--- src/rtl/fmeter_gen.sv ---
// fmeter_gen: counts input edges over a programmable gate window in a BCD
// counter, snapshots each window and sends it as an ASCII frame over 8N1 UART.
//
// Ports:
//   CLK100MHz  system clock
//   RST        synchronous reset, active-high
//   FREQIN     asynchronous signal to measure
//   TXD        UART serial out, idles high
//   LED1       toggles at every gate end
//   LED2       mirror of TXD
//   OVF        overflow flag of the most recently snapshotted window
//   BUSY       high while a frame is being sent
//   DROP       one-cycle pulse when an unsent snapshot is overwritten
module fmeter_gen #(
    parameter int unsigned GATE_CYCLES = 100000000,
    parameter int unsigned DIGITS      = 8,
    parameter int unsigned BAUD_DIV    = 1736,
    parameter int unsigned EDGE_MODE   = 0,
    parameter int unsigned LZ_BLANK    = 0
) (
    input  logic CLK100MHz,
    input  logic RST,
    input  logic FREQIN,
    output logic TXD,
    output logic LED1,
    output logic LED2,
    output logic OVF,
    output logic BUSY,
    output logic DROP
);

    localparam int unsigned GATE_W = $clog2(GATE_CYCLES);
    localparam int unsigned BAUD_W = $clog2(BAUD_DIV);
    localparam int unsigned BYTE_W = $clog2(DIGITS + 3);

    typedef enum logic [1:0] {IDLE, START, DATA, STOP} tx_state_e;

    logic                    sync0, sync1, hist;
    logic                    rise, fall, edge_det;
    logic [DIGITS-1:0][3:0]  cnt, cnt_inc, cnt_next;
    logic                    carry_out, ovf_flag, ovf_set;
    logic [GATE_W-1:0]       gate_cnt;
    logic                    gate_end;
    logic [DIGITS-1:0][3:0]  pend_digits, tx_digits;
    logic                    pend_ovf, pend_valid, tx_ovf;
    logic [DIGITS-1:0]       blank;
    logic [7:0]              tx_byte_c;

    tx_state_e               state, state_n;
    logic [BAUD_W-1:0]       baud_cnt, baud_n;
    logic [2:0]              bit_idx, bit_n;
    logic [BYTE_W-1:0]       byte_idx, byte_n;
    logic                    txd_n, busy_n, start_c, baud_last;

    // Two-flop synchroniser plus one history flop for edge detection
    always_ff @(posedge CLK100MHz) begin
        if (RST) begin
            sync0 <= 1'b0;
            sync1 <= 1'b0;
            hist  <= 1'b0;
        end else begin
            sync0 <= FREQIN;
            sync1 <= sync0;
            hist  <= sync1;
        end
    end

    assign rise = sync1 & ~hist;
    assign fall = ~sync1 & hist;

    // Edge selection
    always_comb begin
        case (EDGE_MODE)
            1:       edge_det = rise;
            2:       edge_det = rise | fall;
            default: edge_det = fall;
        endcase
    end

    // BCD ripple increment; carry out of the top digit means saturation
    always_comb begin
        logic carry;
        carry   = 1'b1;
        cnt_inc = cnt;
        for (int i = 0; i < int'(DIGITS); i++) begin
            if (carry) begin
                if (cnt[i] == 4'd9) begin
                    cnt_inc[i] = 4'd0;
                end else begin
                    cnt_inc[i] = cnt[i] + 4'd1;
                    carry      = 1'b0;
                end
            end
        end
        carry_out = carry;
    end

    assign cnt_next = (edge_det && !carry_out) ? cnt_inc : cnt;
    assign ovf_set  = edge_det & carry_out;
    assign gate_end = (gate_cnt == GATE_W'(GATE_CYCLES - 1));

    // Gate window, BCD counter and window overflow flag
    always_ff @(posedge CLK100MHz) begin
        if (RST) begin
            gate_cnt <= '0;
            cnt      <= '0;
            ovf_flag <= 1'b0;
            LED1     <= 1'b0;
            OVF      <= 1'b0;
        end else if (gate_end) begin
            gate_cnt <= '0;
            cnt      <= '0;
            ovf_flag <= 1'b0;
            LED1     <= ~LED1;
            OVF      <= ovf_flag | ovf_set;
        end else begin
            gate_cnt <= gate_cnt + GATE_W'(1);
            cnt      <= cnt_next;
            ovf_flag <= ovf_flag | ovf_set;
        end
    end

    // One-entry pending buffer; a frame start frees it in the same cycle a
    // new snapshot may land, so that case is not a drop
    always_ff @(posedge CLK100MHz) begin
        if (RST) begin
            pend_valid  <= 1'b0;
            pend_digits <= '0;
            pend_ovf    <= 1'b0;
            DROP        <= 1'b0;
        end else begin
            DROP <= gate_end & pend_valid & ~start_c;
            if (gate_end) begin
                pend_digits <= cnt_next;
                pend_ovf    <= ovf_flag | ovf_set;
                pend_valid  <= 1'b1;
            end else if (start_c) begin
                pend_valid <= 1'b0;
            end
        end
    end

    // Transmit copy, frozen for the whole frame
    always_ff @(posedge CLK100MHz) begin
        if (RST) begin
            tx_digits <= '0;
            tx_ovf    <= 1'b0;
        end else if (start_c) begin
            tx_digits <= pend_digits;
            tx_ovf    <= pend_ovf;
        end
    end

    // Leading-zero mask, scanned from the most significant digit; digit 0 never blanks
    always_comb begin
        logic lead;
        lead  = 1'b1;
        blank = '0;
        for (int i = int'(DIGITS) - 1; i >= 0; i--) begin
            if (tx_digits[i] != 4'd0 || i == 0) begin
                lead = 1'b0;
            end
            blank[i] = lead && (LZ_BLANK != 0);
        end
    end

    // Frame byte for the current byte index
    always_comb begin
        tx_byte_c = 8'h0A;
        for (int i = 0; i < int'(DIGITS); i++) begin
            if (byte_idx == BYTE_W'(int'(DIGITS) - 1 - i)) begin
                tx_byte_c = blank[i] ? 8'h20 : {4'h3, tx_digits[i]};
            end
        end
        if (byte_idx == BYTE_W'(DIGITS)) begin
            tx_byte_c = tx_ovf ? 8'h3E : 8'h3D;
        end else if (byte_idx == BYTE_W'(DIGITS + 1)) begin
            tx_byte_c = 8'h0D;
        end
    end

    // UART TX state register
    always_ff @(posedge CLK100MHz) begin
        if (RST) begin
            state    <= IDLE;
            baud_cnt <= '0;
            bit_idx  <= '0;
            byte_idx <= '0;
            TXD      <= 1'b1;
            LED2     <= 1'b1;
            BUSY     <= 1'b0;
        end else begin
            state    <= state_n;
            baud_cnt <= baud_n;
            bit_idx  <= bit_n;
            byte_idx <= byte_n;
            TXD      <= txd_n;
            LED2     <= txd_n;
            BUSY     <= busy_n;
        end
    end

    // UART TX next state and outputs; bytes run back to back until LF
    always_comb begin
        state_n   = state;
        baud_n    = baud_cnt;
        bit_n     = bit_idx;
        byte_n    = byte_idx;
        txd_n     = TXD;
        busy_n    = BUSY;
        start_c   = 1'b0;
        baud_last = (baud_cnt == BAUD_W'(BAUD_DIV - 1));
        case (state)
            IDLE: begin
                txd_n  = 1'b1;
                busy_n = 1'b0;
                if (pend_valid) begin
                    start_c = 1'b1;
                    state_n = START;
                    baud_n  = '0;
                    bit_n   = '0;
                    byte_n  = '0;
                    txd_n   = 1'b0;
                    busy_n  = 1'b1;
                end
            end
            START: begin
                if (baud_last) begin
                    state_n = DATA;
                    baud_n  = '0;
                    bit_n   = 3'd0;
                    txd_n   = tx_byte_c[0];
                end else begin
                    baud_n = baud_cnt + BAUD_W'(1);
                end
            end
            DATA: begin
                if (baud_last) begin
                    baud_n = '0;
                    if (bit_idx == 3'd7) begin
                        state_n = STOP;
                        txd_n   = 1'b1;
                    end else begin
                        bit_n = bit_idx + 3'd1;
                        txd_n = tx_byte_c[bit_n];
                    end
                end else begin
                    baud_n = baud_cnt + BAUD_W'(1);
                end
            end
            STOP: begin
                if (baud_last) begin
                    baud_n = '0;
                    if (byte_idx == BYTE_W'(DIGITS + 2)) begin
                        state_n = IDLE;
                        txd_n   = 1'b1;
                        busy_n  = 1'b0;
                    end else begin
                        byte_n  = byte_idx + BYTE_W'(1);
                        state_n = START;
                        txd_n   = 1'b0;
                    end
                end else begin
                    baud_n = baud_cnt + BAUD_W'(1);
                end
            end
            default: state_n = IDLE;
        endcase
    end

endmodule

--- config.mk ---
export PLATFORM = sky130hd
export DESIGN_NAME = fmeter_gen
export DESIGN_NICKNAME = d
export VERILOG_FILES = /design/src/rtl/fmeter_gen.sv
export SDC_FILE = /design/constraint.sdc
export NUM_CORES = 1
export LEC_CHECK = 0
export BUFFER_PORTS_ARGS = -buffer_cell sky130_fd_sc_hd__buf_2
export CAP_MARGIN = 25
export CORE_MARGIN = 2
export CORE_UTILIZATION = 30
export DETAILED_ROUTE_END_ITERATION = 10
export MAX_ROUTING_LAYER = met4
export PLACE_DENSITY = 0.48
export REMOVE_ABC_BUFFERS = 1
export SLEW_MARGIN = 20
export SYNTH_ARGS = -nofsm -noshare
export SYNTH_HDL_FRONTEND = slang
export SYNTH_SLANG_ARGS = --single-unit
--- constraint.sdc ---
create_clock -name CLK100MHz -period 7.9 [get_ports CLK100MHz]
set_input_delay 0.79 -clock CLK100MHz [delete_from_list [all_inputs] [get_ports CLK100MHz]]
set_output_delay 0.79 -clock CLK100MHz [all_outputs]
set_load 0.01 [all_outputs]
==> Yosys cells after proc, flatten, opt, wreduce, memory -nomap -nowiden <==
Cells that the tools add are included.
{ "classes": {"addsub": 12, "order_cmp": 1, "n_eq_ne": 32, "n_mux": 77, "n_bitwise": 8, "reduce_logical": 14} }
{ "ops": {"columns": ["op", "n"], "rows": [
  ["two-way mux 4 bit", 18],
  ["two-way mux 8 bit", 9],
  ["equality test 4 bit (second input constant)", 11],
  ["adder 4 x 1 -> 4 bit (second input constant)", 9],
  ["two-way mux 32 bit", 1],
  ["two-way mux 1 bit", 29],
  ["adder 27 x 1 -> 27 bit (second input constant)", 1],
  ["equality test 27 bit (second input constant)", 1],
  ["two-way mux 11 bit", 2],
  ["case mux 11 bit (2 select lines)", 1],
  ["equality test 4 x 3 -> 1 bit (second input constant)", 4],
  ["inequality test 2 bit (second input constant)", 8],
  ["two-way mux 2 bit", 6],
  ["two-way mux 3 bit", 4],
  ["adder 11 x 1 -> 11 bit (second input constant)", 1],
  ["equality test 11 bit (second input constant)", 1],
  ["AND reduction 5 bit", 2],
  ["case mux 3 bit (3 select lines)", 1],
  ["equality test 4 x 2 -> 1 bit (second input constant)", 2],
  ["case mux 2 bit (4 select lines)", 1],
  ["case mux 4 bit (2 select lines)", 1],
  ["two-way mux 6 bit", 1],
  ["AND reduction 3 bit", 2],
  ["bitwise AND 1 bit", 4],
  ["20 further kinds", 24]
]} }
{ "word_totals": {"ff_bits": 154, "input_bits": 3, "out_inout_bits": 6, "elab_cells": 184} }

==> Logic depth before layout (Yosys ltp) <==
Gate-level depths: netlist (run 1).
{ "logic_depth": {"depth_word": 16, "mapped_depth": 10, "depth_no_buf": 8} }

==> Worst setup path before layout (run 1) <==
Ideal clock, no wire load.
{ "synth_path": {"path_type": "register to register", "from": "register cnt[9] (netlist bit)", "to": "register pend_digits[27] (netlist bit)", "setup_ps": 138, "arrival_time_ps": 2403, "required_time_ps": 7762, "path_slack_ps": 5359, "stages_incl_launch_ff": 8, "n_path_buf": 1, "synth_period_minus_slack_ps": 2541, "cell_sequence": "dfxtp_1 -> or4b_1 -> or4_1 -> buf_6 -> nor4_4 -> mux2_2 -> a221oi_1 -> a211oi_1"} }
{ "synth_via": {"elab_chain_len": 11, "word_cells_on_any_way": 12, "cone_classes": "eq/ne (1); mux (9); reduce/logical (2)"} }
{ "synth_rtl": {"columns": ["element", "line_no", "text"], "rows": [
  ["from (decl)", "40", "logic [DIGITS-1:0][3:0] cnt, cnt_inc, cnt_next;"],
  ["from (signal assigned)", "118", "cnt <= cnt_next;"],
  ["equality test 4 bit (*)", "87", "if (cnt[i] == 4'd9) begin"],
  ["two-way mux 1 bit (*)", "87", null],
  ["two-way mux 1 bit (*) (4 in a row)", "86", "if (carry) begin"],
  ["two-way mux 1 bit (2 in a row)", "86", null],
  ["logical NOT 1 bit", "98", "assign cnt_next = (edge_det && !carry_out) ? cnt_inc : cnt;"],
  ["logical AND 1 bit", "98", null],
  ["two-way mux 32 bit (*)", "98", null],
  ["to (signal assigned)", "134", "pend_digits <= cnt_next;"],
  ["to (decl)", "44", "logic [DIGITS-1:0][3:0] pend_digits, tx_digits;"]
]} }
Every way passes the cells marked *; elsewhere a longest branch is shown, timed or not.
A chain may end at the register's enable or synchronous reset.

==> Worst setup path after layout (run 1) <==
{ "layout_path": {"from": "register gate_cnt[2]", "to": "register cnt[11] (netlist bit)"} }
{ "layout_via": {"elab_chain_len": 2} }
{ "layout_rtl": {"columns": ["element", "line_no", "text"], "rows": [
  ["from (decl)", "42", "logic [GATE_W-1:0] gate_cnt;"],
  ["from (signal assigned)", "117", "gate_cnt <= gate_cnt + GATE_W'(1);"],
  ["equality test 27 bit", "100", "assign gate_end = (gate_cnt == GATE_W'(GATE_CYCLES - 1));"],
  ["OR reduction 2 bit (no source line)", null, null]
]} }
Every way passes these cells.

==> summary.log, run 1 <==
qor: status.status completed
qor: setup_path.worst_path_cell_chain and4_1, nand4_1, nor4_4, buf_4, or2_2, buf_4, nor2_1
qor: worst_hold_path.worstHoldStart sync0
qor: global_route.groute.usage.overall 14.2%
qor: timing.tightestPinTransition 0.739 ns
qor: setup_path.worst-endpoint-arrival 3.38 ns
qor: global_route.grt_first_pass_wirelength 27100 um
qor: global_route.antenna_violations_before_repair 0
qor: route.detail_route.vias_per_cell 4.68
qor: route.first_pass_drt_iterations 5
qor: setup_path.timing.critical_path.from_type flop
qor: timing.post-route-worst-setup-slack 4.81 ns
qor: finish.num_antenna_cells 0
qor: synth.syn-instance-count 850
qor: clock_tree.cts-hold-fix-buffers 0
qor: place.detailed_place_hpwl 10800 um
qor: synth.yosys.area.top_type_share 43.9%
qor: finish.layout-area-overhead-vs-synth 13.4%
qor: clock_tree.cts.repair.resized 0
qor: run.max_cap_violations 0
qor: setup_path.worstPathRequired 8.19 ns
qor: setup_path.worst_setup_path_startpoint gate_cnt[2]
qor: global_route.grt_max_degree 69
qor: timing.timing.fmax 0.324 GHz
qor: setup_path.reg2reg_setup_slack 4.81 ns
qor: setup_path.cp_slowest_stage_delay 0.54 ns
qor: place.globalplace.congestion 0.787
qor: setup_path.cpMaxStageDelayCell buf_4
qor: setup_path.regToRegStartpoint gate_cnt[2]
qor: finish.layout.nets 852
qor: setup_path.timing_worst_setup_path_type reg2reg
qor: setup_path.critical_path.most_common_cell buf_4
qor: floorplanning.die_width 157 um
qor: setup_path.path_buf_inv 2
qor: synth.synth_edf_count 0
qor: timing.timing.setup.tns 0 ns
qor: synth.synth_top_cell_by_area dfxtp_1
qor: finish.multi_input_logic_area 3690 sq um
qor: finish.leading_cell_type_in_the_layout_fill_and_taps_excluded dfxtp_1
qor: finish.final_cell_mix 154 x dfxtp_1, 133 x nor2_1, 105 x nand2_1
qor: clock_tree.cts_root_buffer clkbuf_16
qor: synth.synth_async_sr_flop_share 0%
qor: power_and_ir_drop.vdd.ir_drop.worst 130 uV
qor: synth.synth_seq_area_share 43.9%
qor: clock_tree.cts_buffers 17
qor: setup_path.critical-path-top-delay-family simple AND/OR/NAND/NOR gates
qor: power_and_ir_drop.power.density 235 nW/um^2
qor: global_route.overflow_after_grt 0
qor: route.post-route-drc-count 0
qor: route.drt_wl_total 16100 um
qor: worst_hold_path.min-delay-path-class reg2reg
qor: synth.postSynth.topFlopCell dfxtp_1
qor: timing.finalWorstPathRequiredPeriod 3.09 ns
qor: finish.drive_above_1_share 6.83%
qor: synth.syn-mean-instance-area 8.27 sq um
qor: floorplanning.design.die.area 24700 sq um
qor: timing.timing.final.max_slew_violations 0
qor: timing.slew_headroom 50.7%
qor: clock_tree.clock_path_buffers 2
qor: timing.report.final.hold_viol_count 0
qor: timing.setup-violations-final 0
qor: floorplanning.die_height 157 um
qor: place.place.port_buffers 8
qor: clock_tree.post-cts-setup-buffer-count 0
qor: route.drt_first_iter_violations 297
qor: floorplanning.initial_core_util 30.2%
qor: route.avgRoutedWirePerCell 13.8 um
qor: synth.yosys_register_bits 154
qor: clock_tree.cts.sinks 154
qor: route.route.antenna.remaining_nets 0
qor: floorplanning.boundaryPins 9
qor: setup_path.setup.worst_path.end_class flop
qor: finish.filler_cell_count 2525
qor: synth.syn_area 7030 sq um
qor: finish.final_area 7970 sq um
qor: place.post_dp_cell_area 7330 sq um
qor: floorplanning.core_region_area 23300 sq um
qor: clock_tree.tritoncts_clock_tree built
qor: timing.timing.final.crit_share 39.1%
qor: synth.post_synth_main_area_contributors dfxtp_1 44%, nor2_1 7.1%, nand2_1 5.6%, a21oi_1 4.4%, a211oi_1 3.7%
qor: global_route.first_global_vias 5238
qor: finish.ff_latch_area 3080 sq um
qor: clock_tree.clock_tree.htree_level_count 4
qor: power_and_ir_drop.power.static_leakage 0.00263 uW
qor: floorplanning.std_cell_rows 56
qor: place.preCtsSetupSlack 4.75 ns
qor: synth.yosys_warnings 0
qor: timing.finalClockSkew 0.0175 ns
qor: setup_path.worst-path-max-fanout 62
qor: timing.grt_setup_unrepaired false
qor: route.dr_total_vias 5471
qor: clock_tree.clkTransAtPathRegs 0.07 ns
qor: clock_tree.worst_skew_pair.late_latency 0.42 ns
qor: synth.number_of_unique_standard_cell_types_used_by_synthesis 64
-- metal layers --
metal / up-vias / part of all wire [%] / global-route usage (%)
li1: 2936 / - / -
met1: 2503 / 53 / 19.3
met2: 30 / 44 / 21.4
met3: 2 / 1.9 / 3.25
met4: 0 / 0.35 / 3.51
met5: - / 0 / -
-- final timing paths --
kind             end  depth (start not counted)
max          cnt[11]                          7
min            sync1                          1
max reg2reg  cnt[11]                          7
min reg2reg    sync1                          1
-- Yosys cell counts (7+ instances only) --
cell type,instances
inv_1,21
a211oi_1,35
ha_1,13
nor4_1,7
nor2b_1,20
nand2b_1,12
nand3_1,19
and3_1,13
xor2_1,23
nand2_1,105
nor3_1,14
dfxtp_1,154
and2_1,7
clkbuf_1,40
nor2_1,133
xnor2_1,23
nor3b_1,11
nand4_1,13
a21oi_1,62
mux2i_1,11
o21ai_0,23
-- flip-flops by register name, indices dropped and copies added, names as in the netlist --
signal and cells:
cnt 32, pend_digits 32, tx_digits 32, gate_cnt 27, baud_cnt 11, byte_idx 4, bit_idx 3, state 2
BUSY 1, DROP 1, LED1 1, LED2 1, hist 1, ovf_flag 1, pend_ovf 1, pend_valid 1
sync0 1, sync1 1, tx_ovf 1
-- logic make-up (layout without fill, tap and decap cells) --
| logic type | after synthesis | after routing | synth area share (%) |
|---|---|---|---|
| adders and majority gates | 13 | 13 | 2.31 |
| and+or+nand+nor | 394 | 394 | 27.8 |
| muxes | 12 | 12 | 1.73 |
| AOI/OAI and AO/OA | 163 | 163 | 14.8 |
| buffers and inverters | 68 | 67 | 3.83 |
| xor gates and xnor gates | 46 | 46 | 5.73 |
| DFF | 154 | 154 | 43.9 |
-- stage by stage --
stage	power, uW	hold WS (ns)	instances	util, %
finish	1870	0.437	1168	34.3
global route	1960	0.455	1168	34.3
CTS	1900	0.442	1168	34.3
detailed placement	1010	0.425	1136	31.5
global placement	1010	0.418	1136	31.5
floorplan	948	0.414	803	-
-- report_power, final --
part | leakage (uW) | internal, uW | total [uW] | switching, uW
sequential | 0.00124 | 788 | 798 | 10.8
combinational | 0.00108 | 63.0 | 189 | 126
clock | 0.000307 | 536 | 883 | 347
total | 0.00263 | 1390 | 1870 | 484
-- final cells by class --
type / instances / area share, %
multi-input cells: 628 / 46.2
clock inverters: 15 / 2.67
flip-flops and latches: 154 / 38.7
clock buffers: 17 / 5.34
well taps: 319 / 5.01
inverters: 21 / 0.989
repair buffers: 14 / 1.10
-- worst register-to-register path: stages, from the launching register on --
cell     delay [ns]
dfxtp_1        0.41
and4_1         0.26
nand4_1        0.30
nor4_4         0.34
buf_4          0.54
or2_2          0.55
buf_4          0.45
nor2_1         0.12
Power figures use the tool's default switching activity.
==> run 2: changes to the inputs <==
--- a/config.mk
+++ b/config.mk
@@ -5,13 +5,14 @@
 export SDC_FILE = /design/constraint.sdc
 export NUM_CORES = 1
 export LEC_CHECK = 0
+export ABC_AREA = 1
 export BUFFER_PORTS_ARGS = -buffer_cell sky130_fd_sc_hd__buf_2
 export CAP_MARGIN = 25
 export CORE_MARGIN = 2
 export CORE_UTILIZATION = 30
 export DETAILED_ROUTE_END_ITERATION = 10
 export MAX_ROUTING_LAYER = met4
-export PLACE_DENSITY = 0.48
+export PLACE_DENSITY = 0.49
 export REMOVE_ABC_BUFFERS = 1
 export SLEW_MARGIN = 20
 export SYNTH_ARGS = -nofsm -noshare
==> constraint.sdc (replaced) <==
create_clock -name CLK100MHz -period 2.5 [get_ports CLK100MHz]
set_input_delay 0.25 -clock CLK100MHz [delete_from_list [all_inputs] [get_ports CLK100MHz]]
set_output_delay 0.25 -clock CLK100MHz [all_outputs]
set_load 0.01 [all_outputs]
==> run 2 against run 1 <==
First-iteration DRC count increased by 22%; die area is 2.6% higher; global-route usage shrank 0.73 points; clock skew is 0.0049 ns lower; hold slack worse by 0.41 ns; synthesized area increased by 2.6%; routed wire length is 2.6% lower; critical path depth increased by 7; largest power group is now sequential cells; highest routed layer unchanged.
==> summary.log, run 2 <==
qor: timing.setup-violations-final 0
qor: setup_path.regToRegEndpoint gate_cnt[20]
qor: route.detail_route.vias_per_cell 4.37
qor: status.status completed
qor: finish.drive_above_1_share 10.5%
qor: timing.grt_setup_unrepaired false
qor: power_and_ir_drop.power_switching_share 27.2%
qor: finish.layout-area-overhead-vs-synth 13.8%
qor: finish.final_cell_mix 164 x nand2_1, 154 x dfxtp_1, 148 x nor2_1
qor: setup_path.setup.worst_path.end_class flop
qor: clock_tree.worst_skew_pair.late_latency 0.43 ns
qor: power_and_ir_drop.vdd.ir_drop.worst 322 uV
qor: route.route.antenna.remaining_nets 0
qor: setup_path.worst-path-max-fanout 5
qor: synth.syn_area 7210 sq um
qor: route.drt_first_iter_violations 363
qor: timing.timing.final.crit_share 86.6%
qor: finish.filler_cell_count 2580
qor: synth.yosys_register_bits 154
qor: place.detailed_place_hpwl 11500 um
qor: synth.yosys_warnings 0
qor: place.post_dp_cell_area 7630 sq um
qor: synth.number_of_unique_standard_cell_types_used_by_synthesis 50
qor: clock_tree.cts_buffers 17
qor: clock_tree.clock_path_buffers 2
qor: synth.postSynth.topFlopCell dfxtp_1
qor: power_and_ir_drop.net_sw_power 1560 uW
qor: floorplanning.std_cell_rows 56
qor: setup_path.regToRegStartpoint gate_cnt[0]
qor: global_route.overflow_after_grt 0
qor: finish.num_antenna_cells 0
qor: synth.post_synth_most_frequent_cells 164 x nand2_1, 154 x dfxtp_1, 149 x nor2_1
qor: setup_path.worst_setup_path_startpoint gate_cnt[0]
qor: finish.final_area 8210 sq um
qor: synth.synthMostInstantiatedCell nand2_1
qor: setup_path.cpMaxStageDelayCell dfxtp_1
qor: finish.layout.nets 1018
qor: global_route.antenna_violations_before_repair 0
qor: route.first_pass_drt_iterations 5
qor: route.dr_total_vias 5828
qor: clock_tree.tritoncts_clock_tree built
qor: global_route.first_global_vias 5644
qor: synth.synth_top_cell_by_area dfxtp_1
qor: setup_path.worst-endpoint-arrival 2.49 ns
qor: power_and_ir_drop.sequentialPowerShare 44.2%
qor: synth.synth_async_sr_flop_share 0%
qor: synth.yosys.area.top_type_share 42.7%
qor: floorplanning.initial_core_util 30.6%
qor: route.avgRoutedWirePerCell 11.7 um
qor: setup_path.worst_path_cell_chain ha_1, nand3_1, nor3_2, nand2_2, nor2_4, nand4_1, inv_2, nand3_2, nor2_2, nand4_1, nor2_1, nand2_1, o21ai_1, nor2_1
qor: synth.post_synth_main_area_contributors dfxtp_1 43%, nand2_1 8.5%, nor2_1 7.8%, inv_1 7.0%, o21ai_0 5.4%
qor: route.post-route-drc-count 0
qor: timing.timing.fmax 0.462 GHz
qor: synth.synth_edf_count 0
qor: synth.synth_seq_area_share 42.7%
qor: global_route.grt_max_degree 41
qor: timing.finalWorstPathRequiredPeriod 2.17 ns
qor: floorplanning.core_region_area 23500 sq um
qor: setup_path.reg2reg_setup_slack 0.33 ns
qor: timing.report.final.hold_viol_count 0
qor: setup_path.ff2ff_path_depth 14
qor: finish.multi_input_logic_area 3450 sq um
qor: timing.timing.final.max_slew_violations 0
qor: worst_hold_path.min-delay-path-class in2reg
qor: clock_tree.cts_root_buffer clkbuf_16
qor: setup_path.timing.critical_path.from_type flop
qor: clock_tree.post-cts-setup-buffer-count 0
qor: synth.syn-mean-instance-area 7.27 sq um
qor: global_route.grt_first_pass_wirelength 27500 um
qor: floorplanning.boundaryPins 9
qor: setup_path.cp_slowest_stage_delay 0.35 ns
qor: run.max_cap_violations 0
qor: power_and_ir_drop.power.density 700 nW/um^2
qor: place.globalplace.congestion 0.766
qor: power_and_ir_drop.power.static_leakage 0.00314 uW
qor: power_and_ir_drop.total_design_power 5750 uW
qor: setup_path.cp-endpoint gate_cnt[20]
qor: global_route.groute.usage.overall 13.5%
qor: clock_tree.clock_tree.htree_level_count 4
qor: synth.syn-instance-count 992
qor: power_and_ir_drop.combinationalPowerShare 11.7%
qor: power_and_ir_drop.internal_power 4190 uW
qor: clock_tree.cts.repair.resized 0
qor: floorplanning.die_height 159 um
qor: timing.finalClockSkew 0.0126 ns
qor: power_and_ir_drop.clockPowerShare 44.2%
qor: clock_tree.cts.sinks 154
qor: timing.slew_headroom 38.2%
qor: place.place.port_buffers 8
qor: timing.tightestPinTransition 0.926 ns
qor: setup_path.worstPathRequired 2.83 ns
qor: clock_tree.cts-hold-fix-buffers 0
qor: clock_tree.clkTransAtPathRegs 0.07 ns
qor: setup_path.timing_worst_setup_path_type reg2reg
qor: floorplanning.die_width 159 um
qor: finish.ff_latch_area 3080 sq um
qor: route.drt_wl_total 15700 um
qor: floorplanning.design.die.area 25300 sq um
qor: finish.layout_top_registers cnt: 32 flops, pend_digits: 32 flops, tx_digits: 32 flops
qor: finish.leading_cell_type_in_the_layout_fill_and_taps_excluded nand2_1
run 2: routing by layer:
layer	wire, um	vias up	global-route usage (%)	share of wire [%]
li1	-	3203	-	-
met1	8530	2557	18.7	54
met2	6590	56	19.8	42
met3	405	12	3.13	2.6
met4	140	0	3.18	0.89
met5	0	-	-	0
run 2: kinds of logic after synthesis:
family / share of synthesized area, %
adder cells (fa/ha/maj): 2.25
AO/OA/AOI/OAI: 11.9
flip-flops: 42.7
AND/OR/NAND/NOR: 30.5
XOR/XNOR: 3.26
buffers and inverters: 9.43
run 2: per-stage QoR:
step / utilization, % / worst slack (ns) / TNS (ns) / hold slack [ns] / instances
after floorplan: - / -1.53 / -74.08 / 0.319 / 964
after global placement: 32.4 / 0.305 / 0 / 0.391 / 1302
after detailed placement: 32.4 / 0.321 / 0 / 0.392 / 1302
after CTS: 34.9 / 0.301 / 0 / 0.0197 / 1334
after global routing: 34.9 / 0.00576 / 0 / 0.0402 / 1334
final: 34.9 / 0.334 / 0 / 0.0316 / 1334
run 2: layout make-up:
cell class	instances	area share, %
multi-input combinational	662	42.1
clock inverter	11	1.37
timing repair buffer	19	1.65
tap	319	4.86
sequential	154	37.6
clock buffer	21	5.73
inverter	148	6.77
run 2: worst max-delay path, delay by kind of cell (launching register included):
kind            cells  cell delay (ns)
compound gates      1             0.12
simple gates       11             1.31
fa+ha+maj           1             0.19
buf+inv             1             0.10
flops               1             0.35
run 2: worst min path at each step:
stage	start	endpoint	slack, ns	cells after the start
6_report	FREQIN	sync0	0.03	3
3_3_place_gp	sync0	sync1	0.39	2
5_1_grt	FREQIN	sync0	0.04	3
4_1_cts	FREQIN	sync0	0.02	3
2_1_floorplan	RST	BUSY	0.32	1
3_5_place_dp	sync0	sync1	0.39	2
run 2: power groups by stage:
stage	Sequential [uW]	Combinational [uW]	Clock, uW
2_1_floorplan	2590	470	0
3_3_place_gp	2590	682	0
3_5_place_dp	2590	674	0
4_1_cts	2540	679	2620
5_1_grt	2550	795	2720
6_report	2540	672	2540
==> run 3: changes to the inputs <==
--- a/config.mk
+++ b/config.mk
@@ -10,6 +10,7 @@
 export CAP_MARGIN = 25
 export CORE_MARGIN = 2
 export CORE_UTILIZATION = 30
+export CTS_BUF_LIST = sky130_fd_sc_hd__clkbuf_4
 export DETAILED_ROUTE_END_ITERATION = 10
 export MAX_ROUTING_LAYER = met4
 export PLACE_DENSITY = 0.49
==> run 3 against run 2 <==
Register-to-register slack about the same; global-route usage down 0.085 points; via count up 0.51%; fmax down 0.46%; cell area down 3.7%; final cell count up 0.15%; clock skew up 0.014 ns; critical path depth down 1; critical path type unchanged; critical endpoint is now pend_digits[7]; highest routed layer unchanged.
==> summary.log, run 3 (same netlist as run 2, synthesis figures left out) <==
qor: floorplanning.boundaryPins 9
qor: timing.timing.final.crit_share 87.0%
qor: timing.finalWorstPathRequiredPeriod 2.18 ns
qor: setup_path.worstPathRequired 2.96 ns
qor: global_route.grt_first_pass_wirelength 27300 um
qor: global_route.groute.usage.overall 13.4%
qor: timing.timing.final.max_slew_violations 0
qor: global_route.grt_max_degree 41
qor: finish.layout-area-overhead-vs-synth 9.54%
qor: route.route.antenna.remaining_nets 0
qor: place.globalplace.congestion 0.766
qor: floorplanning.die_height 159 um
qor: clock_tree.clock_path_buffers 2
qor: setup_path.timing_worst_setup_path_type reg2reg
qor: setup_path.worst-endpoint-arrival 2.64 ns
qor: clock_tree.clkTransAtPathRegs 0.15 ns
qor: clock_tree.cts_root_buffer clkbuf_4
qor: finish.drive_above_1_share 10.4%
qor: power_and_ir_drop.sequentialPowerShare 54.4%
qor: clock_tree.cts_buffers 17
qor: setup_path.timing.critical_path.from_type flop
qor: setup_path.setup.worst_path.end_class flop
qor: global_route.first_global_vias 5643
qor: finish.filler_cell_count 2616
qor: power_and_ir_drop.vdd.ir_drop.worst 281 uV
qor: timing.grt_setup_unrepaired false
qor: clock_tree.worst_skew_pair.late_latency 0.56 ns
qor: power_and_ir_drop.combinationalPowerShare 14.6%
qor: timing.slew_headroom 38.3%
qor: global_route.grt.met2_usage 19.6%
qor: run.max_cap_violations 0
qor: global_route.antenna_violations_before_repair 1
qor: timing.tightestPinTransition 0.925 ns
qor: place.post_dp_cell_area 7630 sq um
qor: route.first_pass_drt_iterations 5
qor: floorplanning.die_width 159 um
qor: floorplanning.std_cell_rows 56
qor: finish.final_area 7900 sq um
qor: place.detailed_place_hpwl 11500 um
qor: finish.layout_top_registers cnt: 32 flops, pend_digits: 32 flops, tx_digits: 32 flops
qor: worst_hold_path.min-delay-path-class in2reg
qor: timing.timing.fmax 0.460 GHz
qor: floorplanning.core_region_area 23500 sq um
qor: global_route.grt.met1_usage 18.6%
qor: floorplanning.initial_core_util 30.6%
qor: route.post-route-drc-count 0
qor: route.drt_wl_total 15700 um
qor: finish.final_cell_mix 164 x nand2_1, 154 x dfxtp_1, 148 x nor2_1
qor: floorplanning.design.die.area 25300 sq um
qor: status.status completed
qor: setup_path.worst-path-max-fanout 8
qor: route.drt_first_iter_violations 317
qor: power_and_ir_drop.net_sw_power 1440 uW
qor: clock_tree.tritoncts_clock_tree built
qor: timing.setup-violations-final 0
qor: power_and_ir_drop.clockPowerShare 31.0%
qor: finish.leading_cell_type_in_the_layout_fill_and_taps_excluded nand2_1
qor: power_and_ir_drop.internal_power 3230 uW
qor: route.detail_route.vias_per_cell 4.38
qor: global_route.busiest_layer met2
qor: global_route.groute.layer.met3.usage 2.97%
qor: route.dr_total_vias 5858
qor: timing.report.final.hold_viol_count 0
qor: power_and_ir_drop.power_switching_share 30.7%
qor: clock_tree.cts.sinks 154
qor: finish.layout.nets 1019
qor: clock_tree.clock_tree.htree_level_count 4
qor: place.post-place-cells 1302
qor: power_and_ir_drop.power.density 591 nW/um^2
qor: timing.finalClockSkew 0.0269 ns
qor: power_and_ir_drop.power.static_leakage 0.00300 uW
qor: global_route.overflow_after_grt 0
qor: finish.final_cells 1336
qor: place.place.port_buffers 8
qor: clock_tree.post-cts-setup-buffer-count 0
qor: route.avgRoutedWirePerCell 11.8 um
-- run 3: area by class of cell --
type / count / area, sq um / area share, %
multi-input combinational: 662 / 3460 / 43.8
sequential: 154 / 3080 / 39.0
inverter: 148 / 556 / 7.03
tap: 319 / 399 / 5.05
timing repair buffer: 20 / 145 / 1.84
clock buffer: 18 / 135 / 1.71
clock inverter: 14 / 124 / 1.57
antenna: 1 / 2.50 / 0.0317
-- run 3: worst paths after layout --
path,slack (ns),endpoint,cells after the start,startpoint
worst max-delay path,0.32,pend_digits[7],13,cnt[24]
worst min-delay path,0.06,hist,2,RST
worst max register to register,0.32,pend_digits[7],13,cnt[24]
worst min register to register,0.41,sync1,2,sync0
-- run 3: power by group through the flow --
stage,registers [uW],clock network [uW],logic (uW)
global route,2550,1610,801
finish,2540,1450,680
floorplan,2590,0,470
detailed placement,2590,0,674
CTS,2540,1520,680
global placement,2590,0,682
-- run 3: routing by layer --
metal,up-vias,part of all wire (%)
met4,0,1.0
li1,3204,-
met1,2579,55
met2,63,42
met3,12,2.4
met5,-,0
-- run 3: critical path, cell delays in order (launching register included) --
cell and delay, ns:
dfxtp_1 0.41, inv_1 0.11, nor3_4 0.25, nand3_1 0.11, nor3_1 0.24, nand2_1 0.16, nand2_4 0.21, nor2_8 0.07
nand3_1 0.09, nor2_1 0.07, xnor2_1 0.19, nor2_1 0.07, nand2_1 0.06, nand2_1 0.05
-- run 3: metrics by stage --
| step | power, uW | TNS (ns) | worst slack [ns] | util, % | hold WS, ns |
|---|---|---|---|---|---|
| 2_1_floorplan | 3060 | -74.08 | -1.53 | - | 0.319 |
| 3_3_place_gp | 3280 | 0 | 0.305 | 32.4 | 0.391 |
| 4_1_cts | 4740 | 0 | 0.284 | 33.5 | 0.0111 |
| 3_5_place_dp | 3270 | 0 | 0.321 | 32.4 | 0.392 |
| 6_report | 4670 | 0 | 0.324 | 33.6 | 0.0556 |
| 5_1_grt | 4960 | 0 | 0.0194 | 33.6 | 0.00367 |
-- run 3: timing repair --
| item | CTS | global route |
|---|---|---|
| setup endpoints to repair | 0 | 3 |
| endpoints found under the hold margin | 1 | 0 |
| resized for setup | 0 | 1 |
| hold buffers | 1 | 0 |
